## src/rtl/vga_scan_compositor.sv

```systemverilog
// vga_scan_compositor
//   Raster side of the overlay path. Runs the 640x480@60 horizontal and vertical
//   counters, exposes the current pixel position to the combinational overlay
//   generators, and registers the composed colour together with the sync pulses.
//   This keeps the RGB pins and sync pins aligned on the same clock edge.
//
// Ports
//   clk          pixel clock, one pixel per cycle
//   rst          synchronous, active-high reset
//   x, y         current h/v counter values (combinational from the counter registers)
//   active       high while (x,y) is inside the visible area
//   overlay_rgb  overlay colour for (x,y); KEY_RGB means transparent
//   bg_rgb       background colour for (x,y), used where the overlay is transparent
//   hsync        registered, active-low horizontal sync
//   vsync        registered, active-low vertical sync
//   rgb          registered colour {R1,R0,G1,G0,B1,B0}
//   frame_start  registered pulse, coincident with pixel (0,0) on rgb
//   frame_cnt    frame counter, wraps 255->0
module vga_scan_compositor #(
  parameter int          H_ACTIVE = 640,
  parameter int          H_FP     = 16,
  parameter int          H_SYNC   = 96,
  parameter int          H_BP     = 48,
  parameter int          V_ACTIVE = 480,
  parameter int          V_FP     = 10,
  parameter int          V_SYNC   = 2,
  parameter int          V_BP     = 33,
  parameter logic [5:0]  KEY_RGB  = 6'b100001
) (
  input  logic       clk,
  input  logic       rst,
  output logic [9:0] x,
  output logic [9:0] y,
  output logic       active,
  input  logic [5:0] overlay_rgb,
  input  logic [5:0] bg_rgb,
  output logic       hsync,
  output logic       vsync,
  output logic [5:0] rgb,
  output logic       frame_start,
  output logic [7:0] frame_cnt
);

  localparam logic [9:0] H_VIS      = 10'(H_ACTIVE);
  localparam logic [9:0] H_LAST     = 10'(H_ACTIVE + H_FP + H_SYNC + H_BP - 1);
  localparam logic [9:0] HS_START   = 10'(H_ACTIVE + H_FP);
  localparam logic [9:0] HS_END     = 10'(H_ACTIVE + H_FP + H_SYNC);
  localparam logic [9:0] V_VIS      = 10'(V_ACTIVE);
  localparam logic [9:0] V_LAST     = 10'(V_ACTIVE + V_FP + V_SYNC + V_BP - 1);
  localparam logic [9:0] VS_START   = 10'(V_ACTIVE + V_FP);
  localparam logic [9:0] VS_END     = 10'(V_ACTIVE + V_FP + V_SYNC);

  // Key substitution and blanking: transparent overlay pixels show the
  // background, and nothing is driven outside the visible area.
  function automatic logic [5:0] compose_rgb(input logic       act,
                                             input logic [5:0] ovl,
                                             input logic [5:0] bg);
    if (!act)
      return 6'b000000;
    else if (ovl == KEY_RGB)
      return bg;
    else
      return ovl;
  endfunction

  logic [9:0] h_cnt;
  logic [9:0] v_cnt;
  logic [7:0] frame_cnt_r;
  logic       active_p0;
  logic       hsync_p1;
  logic       vsync_p1;
  logic [5:0] rgb_p1;
  logic       frame_start_p1;

  // Stage p0: raster counters; pixel position is presented to the overlays.
  always_ff @(posedge clk) begin
    if (rst) begin
      h_cnt       <= '0;
      v_cnt       <= '0;
      frame_cnt_r <= '0;
    end else if (h_cnt == H_LAST) begin
      h_cnt <= '0;
      if (v_cnt == V_LAST) begin
        v_cnt       <= '0;
        frame_cnt_r <= frame_cnt_r + 8'd1;
      end else begin
        v_cnt <= v_cnt + 10'd1;
      end
    end else begin
      h_cnt <= h_cnt + 10'd1;
    end
  end

  assign active_p0 = (h_cnt < H_VIS) && (v_cnt < V_VIS);

  // Stage p1: colour and syncs registered together so the pins stay aligned.
  // Reset forces the sync pins inactive, so a pulse in flight is cut off.
  always_ff @(posedge clk) begin
    if (rst) begin
      hsync_p1       <= 1'b1;
      vsync_p1       <= 1'b1;
      rgb_p1         <= 6'b000000;
      frame_start_p1 <= 1'b0;
    end else begin
      hsync_p1       <= !((h_cnt >= HS_START) && (h_cnt < HS_END));
      vsync_p1       <= !((v_cnt >= VS_START) && (v_cnt < VS_END));
      rgb_p1         <= compose_rgb(active_p0, overlay_rgb, bg_rgb);
      frame_start_p1 <= (h_cnt == 10'd0) && (v_cnt == 10'd0);
    end
  end

  assign x           = h_cnt;
  assign y           = v_cnt;
  assign active      = active_p0;
  assign hsync       = hsync_p1;
  assign vsync       = vsync_p1;
  assign rgb         = rgb_p1;
  assign frame_start = frame_start_p1;
  assign frame_cnt   = frame_cnt_r;

endmodule

```

## config.mk

```make
export PLATFORM = sky130hd
export DESIGN_NAME = vga_scan_compositor
export DESIGN_NICKNAME = d
export VERILOG_FILES = /design/src/rtl/vga_scan_compositor.sv
export SDC_FILE = /design/constraint.sdc
export NUM_CORES = 1
export LEC_CHECK = 0
export ABC_AREA = 1
export BUFFER_PORTS_ARGS = -buffer_cell sky130_fd_sc_hd__buf_2
export CORE_UTILIZATION = 30
export CTS_BUF_LIST = sky130_fd_sc_hd__clkbuf_4
export DETAILED_ROUTE_END_ITERATION = 8
export GPL_TIMING_DRIVEN = 1
export SYNTH_ARGS = -nofsm -noshare
export SYNTH_HDL_FRONTEND = slang
export SYNTH_SLANG_ARGS = --single-unit
```

## constraint.sdc

```tcl
create_clock -name clk -period 3.15 [get_ports clk]
set_input_delay 0.1575 -clock clk [delete_from_list [all_inputs] [get_ports clk]]
set_output_delay 0.1575 -clock clk [all_outputs]
set_load 0.05 [all_outputs]
```

After elaboration in Yosys (flattened, before gate mapping)
Cells that the tools add are included.
Storage, ports and cells
  latch bits: 0
  logic and storage cells: 33
  output and inout port bits: 38
  memory bits (writable): 0
  register bits after elaboration: 37
  ROM bits: 0
  input port bits: 14
  memories: 0
Operators by class
  div/mod/pow operators: 0
  magnitude comparators: 6
  multiply operators: 0
  eq/ne operators: 3
  reductions and logical operators: 11
  bitwise gates (word level): 1
  mux-type cells: 2
  shift operators: 0
  add/sub/neg operators: 3
Operators by type and width (number)
  $add 10x1->10 const B: 2
  $eq 10x10->1 const B: 2
  $logic_not 10->1: 2
  $lt 10x10->1 const B: 2
  $lt 10x9->1 const B: 2
  $ge 10x10->1 const B: 1
  $ge 10x9->1 const B: 1
  $mux 10: 1
  $add 8x1->8 const B: 1
  $eq 6x6->1 const B: 1
  $mux 6: 1
  $logic_and 1x1->1: 4
  $reduce_or 2->1: 2
  $logic_not 1->1: 2
  $reduce_and 2->1: 1
  $not 1->1: 1

Logic depth before layout (Yosys ltp)
Gate-level depths: netlist (run 1).
  depth after elaboration: 4
  mapped depth: 8
  depth with buffers taken out: 8

Worst setup path after synthesis (run 1)
No wires, ideal clock.
  path type: reg-to-output
  start point: reg h_cnt[8], in the netlist x[8]
  end point: out active
  path buffers: 0
  setup slack: 0.636 ns
  data required time: 2.992 ns
  arrival: 2.357 ns
  stages on the path, launching flop included: 3
  cells stage by stage: dfxtp_1 nor3_1 nor4_1
On the way
  longest elaborated chain between the ends: 2
Ends and longest elaborated chain
  from (decl): RTL line 66  | logic [9:0] h_cnt;
  from (signal assigned): RTL line 90  | h_cnt <= h_cnt + 10'd1;
  $lt 10x10->1: RTL line 94  | assign active_p0 = (h_cnt < H_VIS) && (v_cnt < V_VIS);
  $logic_and 1x1->1: RTL line 94
  to (decl): RTL line 34  | output logic active,
Every way passes these cells.

Worst setup path after layout (run 1)
  start point: reg h_cnt[7], in the netlist x[7]
  end point: out active
The elaborated chain is that of the path after synthesis.

==> metrics, run 1 <==
outcome finished, final reports clean; average size of a mapped cell a little over 7 µm²; multi-input logic area between 1000 and 1500 µm²; clock share of power between 30 and 40%; Yosys top cell area share about two fifths; hpwl dp 3390 µm; drt first pass iters 4; CTS Hold Buffers Added 0; # resized after CTS 0; Synth cell types 31; antenna-violating nets left 0; Reg power frac 59.6%; Placed Cells 393; Layout Nets approximately 340; Die W ~82 µm; HP Class in -> reg; DRC 0; Worst-Skew Late Latency about 0.35 ns; static leakage 1.00 nW; Comb pwr share 9.3%; TritonCTS Buffers 5; Setup Buffers After CTS 0; VDD IR-drop max between 150 and 200 µV; Sw Ratio approximately 28%; Final Skew 0.0208 ns; CP endpoint kind primary output; Initial Utilization approximately a third; first-pass GRT wire length roughly 7300 µm; Avg Vias per Cell 4.69; most used flip-flop cell after synthesis dfxtp_1; CTS max path bufs 2; worst slew pin tran approximately 0.5 ns; Reg clk slew, reported paths 0.13 ns; die area between 6000 and 7000 µm²; max_slew headroom 65.9%; Ys Warns 0; Slowest cell on crit path dfxtp_1; post-placement setup slack ~1.4 ns; most frequent cells in the layout nand2_1, buf_2, dfxtp_1; via count ~1900; area of the core approximately 6000 µm²; Fillers 678; Arr. time, crit path about 1.6 ns; storage element area 741 µm²; min cycle time layout 1.78 ns; sequential area share after synthesis 38.4%; Period Utilization, post-route a little under three fifths; 1st-iter DRT viols 96; most common cell after layout, fill and taps aside nand2_1; RSZ-0062 raised after global routing false; Ant. Diodes 0; Async SR Flop Fraction 0%; Mapped Area 1930 µm²; flops & latches, synth 37; setup ws final 1.37 ns; H-tree depth 2; I/O pins between 50 and 60; Setup Crit Path Kind reg -> out; setup TNS 0 ns; via count of the first global-routing pass 1625; P_sw roughly 0.00023 W; CTS sink cnt 37; final cell count without fillers around 400; crit-path cells inv_1 > nor3_1 > nor4_1 > buf_2; Post-Syn Instances about 270; final hold slack around 0.026 ns; final setup fails 0; number of flops mapped to enable cells by yosys 0; ratio of cells with drive above 1 in the final layout between 20% and 30%; Critical Path Fanout Max 7; Mapped Nets just under 300; met2 Track Usage GR about 23%; f_max between 0.5 and 0.6 GHz; Critical path origin x[7]$_SDFF_PP0_; initial antenna violation count 0; CTS tree yes; GR Util All Layers about 14%; Critical Path Source Type flip-flop; post-synth top area cell dfxtp_1; number of I/O port buffers 51; Avg WL per Cell ~11 µm; RR Startpoint x[0]$_SDFF_PP0_; die height ~82 µm; CP required 2.99 ns; Cell Rows 28; GRT met1 Usage roughly 19%; hold path start overlay_rgb[2]; Hold Fails Final Rpt 0; Final Max Tran Viols 0; largest net degree at the start of global routing 16; maxcap violations 0; GR peak layer met2; Congestion Overflow GR 0; GP Congestion between 0.8 and 0.9; synth-to-layout area growth 18.9%; Root Driver clkbuf_4; P_int just under 0.0006 W; PD cells between 300 and 400 nW/µm²; total wire length 4570 µm; met3 GRT Util about 4.0%; CP peak stage delay ~0.49 ns; top cells by area, synth dfxtp_1, nand2_1, a21oi_1
power by group through the flow:
stage	Sequential, W	Combinational [W]	Clock (W)
2_1_floorplan	0.000523	0.0000230	0
3_3_place_gp	0.000494	0.0000753	0
3_5_place_dp	0.000495	0.0000759	0
4_1_cts	0.000484	0.0000760	0.000264
5_1_grt	0.000485	0.0000808	0.000285
6_report	0.000484	0.0000754	0.000252
area by class of cell:
class / instances / area share, %
Inverter: 30 / 4.92
Clock inverter: 3 / 0.710
Multi-Input combinational cell: 200 / 45.2
Clock buffer: 5 / 1.64
Tap cell: 75 / 4.10
Timing Repair Buffer: 51 / 11.1
Sequential cell: 37 / 32.3
routing by layer:
layer  wire length, µm  share of wire (%)
met1              2290                 50
met4                60                1.3
met2              2050                 45
met3               170                3.7
met5                 0                  0
flip-flops by register name (all words and copies together) (netlist names):
register / cells
frame_start: 1
hsync: 1
y: 10
rgb: 6
frame_cnt: 8
vsync: 1
x: 10
per-stage QoR:
stage	util, %	instance area, µm²	total power (W)
CTS	37.8	2290	0.000825
global route	37.8	2290	0.000851
detailed placement	36.9	2240	0.000571
finish	37.8	2290	0.000812
global placement	36.9	2240	0.000569
floorplan	-	1930	0.000546
critical path, delay by kind of cell (launching register included):
| kind | cells | cell delay, ns |
|---|---|---|
| buffers and inverters | 2 | 0.35 |
| DFF | 1 | 0.49 |
| and+or+nand+nor | 2 | 0.44 |
logic make-up after synthesis:
logic type                 synth area share, %
and+or+nand+nor                           38.2
xor gates and xnor gates                  3.18
adders and majority gates                 3.25
AOI/OAI and AO/OA                         9.03
buffers and inverters                     7.86
DFF                                       38.4
final timing paths:
kind                          endpoint  slack [ns]  cells past startpoint
max                             active        1.37                      4
min                  rgb[2]$_SDFF_PP0_        0.03                      3
max reg2reg  frame_cnt[4]$_SDFFE_PP0P_        1.43                      6
min reg2reg  frame_cnt[7]$_SDFFE_PP0P_        0.51                      2
cells in the mapped netlist, types with 3 or more instances:
cell type	count
a21oi_1	22
a31oi_1	3
dfxtp_1	37
ha_1	5
inv_1	28
nand2_1	71
nand2_2	4
nand3_1	20
nand4_1	8
nor2_1	27
nor2_2	4
nor3_1	8
nor3_2	4
xnor2_1	3
xor2_1	4
Note: power is estimated with default switching activity, not from simulation.
==> run 2, diff against run 1 <==
clock period = 1.8 ns   (was 3.15 ns; I/O delays follow)
==> run 2 against run 1 <==
Register-to-register slack got worse by 1.2 ns. Die area did not move. Clock skew fell by 0.014 ns. Critical endpoint unchanged. Largest power group unchanged.
==> metrics, run 2 (synthesized netlist as in run 1, its figures left out) <==
die height 82.1 µm (unchanged); Avg WL per Cell 10.9 µm (-3.9%); worst r2r path cells 6 (unchanged); CTS tree yes; hpwl dp 3330 µm (-1.8%); Period Utilization, post-route around 93%; outcome finished, final reports clean; first-pass GRT wire length 7250 µm (-1.2%); static leakage 1.06 nW (+5.2%); Die W 82.1 µm (unchanged); worst reg2reg setup slack 0.20 ns (-1.23 ns); Final Skew 0.00672 ns (-0.0140 ns); CP bufs+invs 2 (unchanged); synth-to-layout area growth 24.4%; Final Max Tran Viols 0 (unchanged); Avg Vias per Cell 4.72 (+0.51%); area of the core 6060 µm² (unchanged); Ant. Diodes 0 (unchanged); WHS Path Cells 3 (unchanged); RR Startpoint x[0]$_SDFF_PP0_; number of I/O port buffers 51 (unchanged); antenna-violating nets left 0 (unchanged); GR Util All Layers 14.0% (-0.44 points); Fillers 639 (-5.8%); Critical Path Source Type flip-flop; Worst Hold End rgb[5]$_SDFF_PP0_; setup ws final 0.120 ns (-1.25 ns); Reg clk slew, reported paths 0.10 ns (-0.03 ns); initial antenna violation count 0 (unchanged); CP required 1.71 ns (-1.28 ns); worst slew pin tran 0.460 ns (-0.0483 ns); Cell Rows 28 (unchanged); hold path start bg_rgb[5]; max_slew headroom 69.2% (+3.3 points); crit-path cells inv_1 > nor3_2 > nor4_4 > buf_2; largest net degree at the start of global routing 16 (unchanged); Initial Utilization 31.8% (unchanged); GP Congestion 0.816 (+1.3%); min cycle time layout about 1.7 ns; cell family with most CP delay simple AND/OR/NAND/NOR gates; Slowest cell on crit path dfxtp_1; VDD IR-drop max 338 µV (+87%); CP peak stage delay 0.47 ns (-0.02 ns); CTS sink cnt 37 (unchanged); Arr. time, crit path 1.59 ns (-0.04 ns); drt first pass iters 4 (unchanged); total wire length 4490 µm (-1.7%); final setup fails 0 (unchanged); ratio of cells with drive above 1 in the final layout 24.8% (+1.2 points); via count of the first global-routing pass 1711 (+5.3%); 1st-iter DRT viols 63 (-34%); Hold Fails Final Rpt 0 (unchanged); post-placement setup slack 0.205 ns (-1.24 ns); DRC 0 (unchanged); most common cell after layout, fill and taps aside nand2_1; maxcap violations 0 (unchanged); die area 6750 µm² (unchanged); CP endpoint kind primary output; Critical Path Fanout Max 7 (unchanged); most frequent cells in the layout nand2_1, buf_2, dfxtp_1; PD cells 586 nW/µm² (+65%); TritonCTS Buffers 5 (unchanged); setup TNS 0 ns (unchanged); Congestion Overflow GR 0 (unchanged); H-tree depth 2 (unchanged); Setup Buffers After CTS 0 (unchanged); Root Driver clkbuf_4; f_max roughly 0.60 GHz; HP Class in -> reg; CTS max path bufs 2 (unchanged); Layout Nets 354 (+2.9%); I/O pins 52 (unchanged); RSZ-0062 raised after global routing false; Worst-Skew Late Latency 0.32 ns (-0.03 ns); via count 1934 (+2.8%); Setup Crit Path Kind reg -> out; FF-to-FF End frame_cnt[2]$_SDFFE_PP0P_
==> run 2: cell types whose count changed in the layout (fill, tap and decap cells not counted) <==
cell	previous run	this run
nor4_1	2	1
inv_6	1	0
nor4_4	0	1
clkbuf_4	5	6
clkinv_1	2	1
dfxtp_1	37	35
dfxtp_2	0	2
dlygate4sd3_1	0	7
buf_4	0	3
==> run 2: through the flow <==
stage / util (%) / cells / cell area (µm²) / total power (W) / hold slack (ns)
2_1_floorplan: - / 272 / 1940 / 0.000957 / 0.159
3_3_place_gp: 37.6 / 396 / 2280 / 0.00100 / 0.317
3_5_place_dp: 37.6 / 396 / 2280 / 0.00100 / 0.332
4_1_cts: 39.3 / 409 / 2380 / 0.00143 / 0.000420
5_1_grt: 39.5 / 410 / 2400 / 0.00148 / 0.0174
6_report: 39.5 / 410 / 2400 / 0.00140 / 0.0125
==> run 2: how the worst max path moves through the flow <==
stage / to / startpoint / slack (ns) / cells after the start
after floorplan: x[0]$_SDFF_PP0_ / x[1]$_SDFF_PP0_ / 0.01 / 7
after global routing: active / y[5]$_SDFFE_PP0N_ / 0.0005 / 4
after detailed placement: frame_cnt[2]$_SDFFE_PP0P_ / x[0]$_SDFF_PP0_ / 0.20 / 6
after global placement: frame_cnt[6]$_SDFFE_PP0P_ / x[0]$_SDFF_PP0_ / 0.24 / 6
final: active / y[5]$_SDFFE_PP0N_ / 0.12 / 4
after CTS: active / y[5]$_SDFFE_PP0N_ / 0.09 / 4
==> run 2: area by class of cell <==
| type | instances | area, µm² | share of cell area (%) |
|---|---|---|---|
| flip-flops and latches | 37 | 743 | 31.0 |
| repair buffers | 61 | 348 | 14.5 |
| well taps | 75 | 93.8 | 3.92 |
| clock inverters | 1 | 3.75 | 0.157 |
| multi-input cells | 200 | 1050 | 43.8 |
| clock buffers | 6 | 45.0 | 1.88 |
| inverters | 30 | 113 | 4.70 |
==> run 2: worst register-to-register path: cells and delay by family (launching register included) <==
family	cells	cell delay, ns
AO/OA/AOI/OAI	1	0.06
flip-flops	1	0.41
AND/OR/NAND/NOR	4	0.79
adder cells (fa/ha/maj)	1	0.24
==> run 2: routing by layer <==
| metal | up-vias | global-route usage (%) | share of wire [%] |
|---|---|---|---|
| met5 | - | 0 | 0 |
| met4 | 0 | 4.21 | 1.3 |
| met3 | 8 | 3.41 | 5.4 |
| met2 | 51 | 23.9 | 47 |
| met1 | 861 | 17.2 | 46 |
| li1 | 1014 | - | - |
==> run 2: timing repair <==
item / in CTS / in global routing
endpoints found under the setup margin: 0 / 1
hold buffers: 6 / 1
endpoints found under the hold margin: 6 / 1
gates resized for setup: 0 / 1
==> run 2: power breakdown <==
group	total, W	leakage [nW]	internal [W]	switching (W)
logic	0.000152	0.726	0.0000505	0.000102
registers	0.000843	0.301	0.000834	0.00000936
clock network	0.000408	0.0292	0.000157	0.000251
==> run 3, diff against run 2 <==
ABC_AREA = not set   (was 1)
==> run 3 against run 2 <==
The run now ends with setup timing left. Critical path depth up 1. Clock skew up 0.0011 ns. First-iteration DRC count up 3.2%. Clock power up 8.1%. Synthesized area down 11%. Routed wire length up 6.4%. Maximum frequency down 22%. Non-clock buffer count up 39. Via count down 6.1%. Die area down 10%. Global-route usage up 2.7 points. Largest power group unchanged. Highest routed layer unchanged.
==> metrics, run 3 <==
number of flops mapped to enable cells by yosys 0 (unchanged); Worst-Skew Late Latency 0.35 ns (+0.03 ns); min cycle time layout 2.15 ns (+0.468 ns); HP Class in -> reg; top-count cell post-synth dfxtp_1; Arr. time, crit path 2.44 ns (+0.85 ns); GP Congestion 0.772 (-5.4%); Reg clk slew, reported paths 0.12 ns (+0.02 ns); via count 1816 (-6.1%); Yosys top cell area share 43.0% (+4.5 points); crit-path cells ha_4 > or4b_4 > or4_4 > or4_1 > a21oi_1; CP peak stage delay 0.49 ns (+0.02 ns); initial antenna violation count 0 (unchanged); VDD IR-drop max 216 µV (-36%); Mapped Nets 219 (-25%); Critical Path Fanout Max 7 (unchanged); Mapped Area 1720 µm² (-11%); die area 6050 µm² (-10%); Avg Vias per Cell 4.88 (+3.5%); Fillers 543 (-15%); hold path start rst; H-tree depth 2 (unchanged); Final Skew 0.00784 ns (+0.00112 ns); Setup Crit Path Kind reg -> reg; sequential area share after synthesis 43.0% (+4.5 points); CTS tree yes; failing checks setup timing; DRC 0 (unchanged); Critical path origin x[1]$_SDFF_PP0_; largest net degree at the start of global routing 19 (+3); area of the core 5510 µm² (-9.1%); RSZ-0062 raised after global routing true; outcome complete, but fails checks; first-pass GRT wire length 7850 µm (+8.3%); Ys Warns 0 (unchanged); setup ws final -0.348 ns (-0.468 ns); cell family with most CP delay simple AND/OR/NAND/NOR gates; drt first pass iters 4 (unchanged); Hold Fails Final Rpt 0 (unchanged); flops & latches, synth 37 (unchanged); Congestion Overflow GR 0 (unchanged); Initial Utilization 31.3% (-0.48 points); PD cells 568 nW/µm² (-3.1%); Design Power 0.00147 W (+5.1%); TritonCTS Buffers 5 (unchanged); placed inst area 2320 µm² (+1.8%); ratio of cells with drive above 1 in the final layout 42.0% (+17 points); storage element area 754 µm² (+1.5%); post-synth top area cell dfxtp_1; I/O pins 52 (unchanged); Critical Path Source Type flip-flop; max_slew headroom 72.3% (+3.1 points); Final Max Tran Viols 0 (unchanged); Post-Syn Instances 200 (-26%); final setup fails 27 (+27); Async SR Flop Fraction 0% (unchanged); CTS max path bufs 2 (unchanged); Synth cell types 38 (+23%); number of I/O port buffers 51 (unchanged); top cells by area, synth dfxtp_1, nor2_1, a21oi_1; Slowest cell on crit path or4b_4; multi-input logic area 1010 µm² (-3.7%); most frequent cells in the layout buf_2, buf_4, dfxtp_1; Root Driver clkbuf_4; design area 2600 µm² (+8.4%); Post-synth top cells dfxtp_1, nor2_1, a21oi_1, nand3_1, nand2_1; most used flip-flop cell after synthesis dfxtp_1; worst slew pin tran 0.412 ns (-0.0474 ns); GR Util All Layers 16.7% (+2.7 points); Die W 77.8 µm (-5.3%); Period Utilization, post-route 119% (+26 points); f_max 0.466 GHz (-22%); Avg WL per Cell 12.8 µm (+17%); total wire length 4780 µm (+6.4%); average size of a mapped cell 8.62 µm² (+22%); RR Startpoint x[1]$_SDFF_PP0_; 1st-iter DRT viols 65 (+3.2%); CTS sink cnt 37 (unchanged); static leakage 1.11 nW (+5.2%); synth-to-layout area growth 50.7%; most common cell after layout, fill and taps aside buf_2; CP bufs+invs 0 (-2); Layout Nets 318 (-10%); via count of the first global-routing pass 1681 (-1.8%); CP endpoint kind flip-flop; antenna-violating nets left 0 (unchanged); hpwl dp 3290 µm (-1.3%); Ant. Diodes 0 (unchanged); final cell count without fillers 372 (-9.3%); die height 77.8 µm (-5.3%); Placed Cells 348 (-12%); Cell Rows 27 (-3.6%); maxcap violations 0 (unchanged); CP required 2.09 ns (+0.38 ns)
run 3: path summary, 6_finish.rpt:
path | end | slack, ns | cells past startpoint
worst min register to register | frame_cnt[6]$_SDFFE_PP0P_ | 0.51 | 2
worst max-delay path | frame_cnt[3]$_SDFFE_PP0P_ | -0.35 | 5
worst max register to register | frame_cnt[3]$_SDFFE_PP0P_ | -0.35 | 5
worst min-delay path | vsync$_SDFF_PP1_ | 0.11 | 3
run 3: metal layers:
layer  GRT usage [%]  share of wire, %
met5               0                 0
met4            7.74               1.7
met3            4.12               4.4
met2            27.3                48
met1            20.5                45
run 3: repair_timing:
action	4_1_cts	5_1_grt
resized for setup	4	13
hold endpoints to repair	6	0
pin swaps	2	2
endpoints found under the setup margin	19	30
gates cloned	1	0
hold buffers	12	0
buffers inserted	1	2
run 3: worst reg2reg max path: stages (launching register included):
cell and delay (ns):
dfxtp_4 0.38, ha_4 0.12, or4b_4 0.49, or4_4 0.49, or4_1 0.48, a21oi_1 0.14
run 3: kinds of logic (layout without fill, tap and decap cells):
kind of cell             count (synthesis)  count (layout)  synth area share, %
buffers and inverters                   16             115                 4.06
AO/OA/AOI/OAI                           33              33                 11.5
AND/OR/NAND/NOR                         95              96                 30.4
adder cells (fa/ha/maj)                  5               5                 3.63
multiplexers                             3               3                 1.81
XOR/XNOR                                11              11                 5.59
flip-flops                              37              37                 43.0
run 3: cell type report:
cell class	count	share of cell area (%)
Inverter	7	1.01
Sequential cell	37	29.0
Clock buffer	5	1.45
Timing Repair Buffer	100	25.4
Multi-Input combinational cell	148	38.9
Tap cell	72	3.47
Clock inverter	3	0.674
run 3: where the power goes:
part | switching, W | internal, W | leakage, nW | total, W
logic | 0.000116 | 0.0000771 | 0.776 | 0.000193
clock network | 0.000293 | 0.000147 | 0.0310 | 0.000441
registers | 0.00000674 | 0.000834 | 0.304 | 0.000841
total | 0.000416 | 0.00106 | 1.11 | 0.00147
run 3: through the flow:
step / util, % / hold slack [ns] / setup TNS, ns / setup WS, ns
floorplan: - / 0.207 / -11.07 / -0.615
global placement: 42.1 / 0.325 / -4.25 / -0.314
detailed placement: 42.1 / 0.325 / -4.90 / -0.368
CTS: 45.9 / 0.0994 / -4.69 / -0.347
global route: 47.2 / 0.0994 / -6.70 / -0.384
finish: 47.2 / 0.114 / -4.59 / -0.348
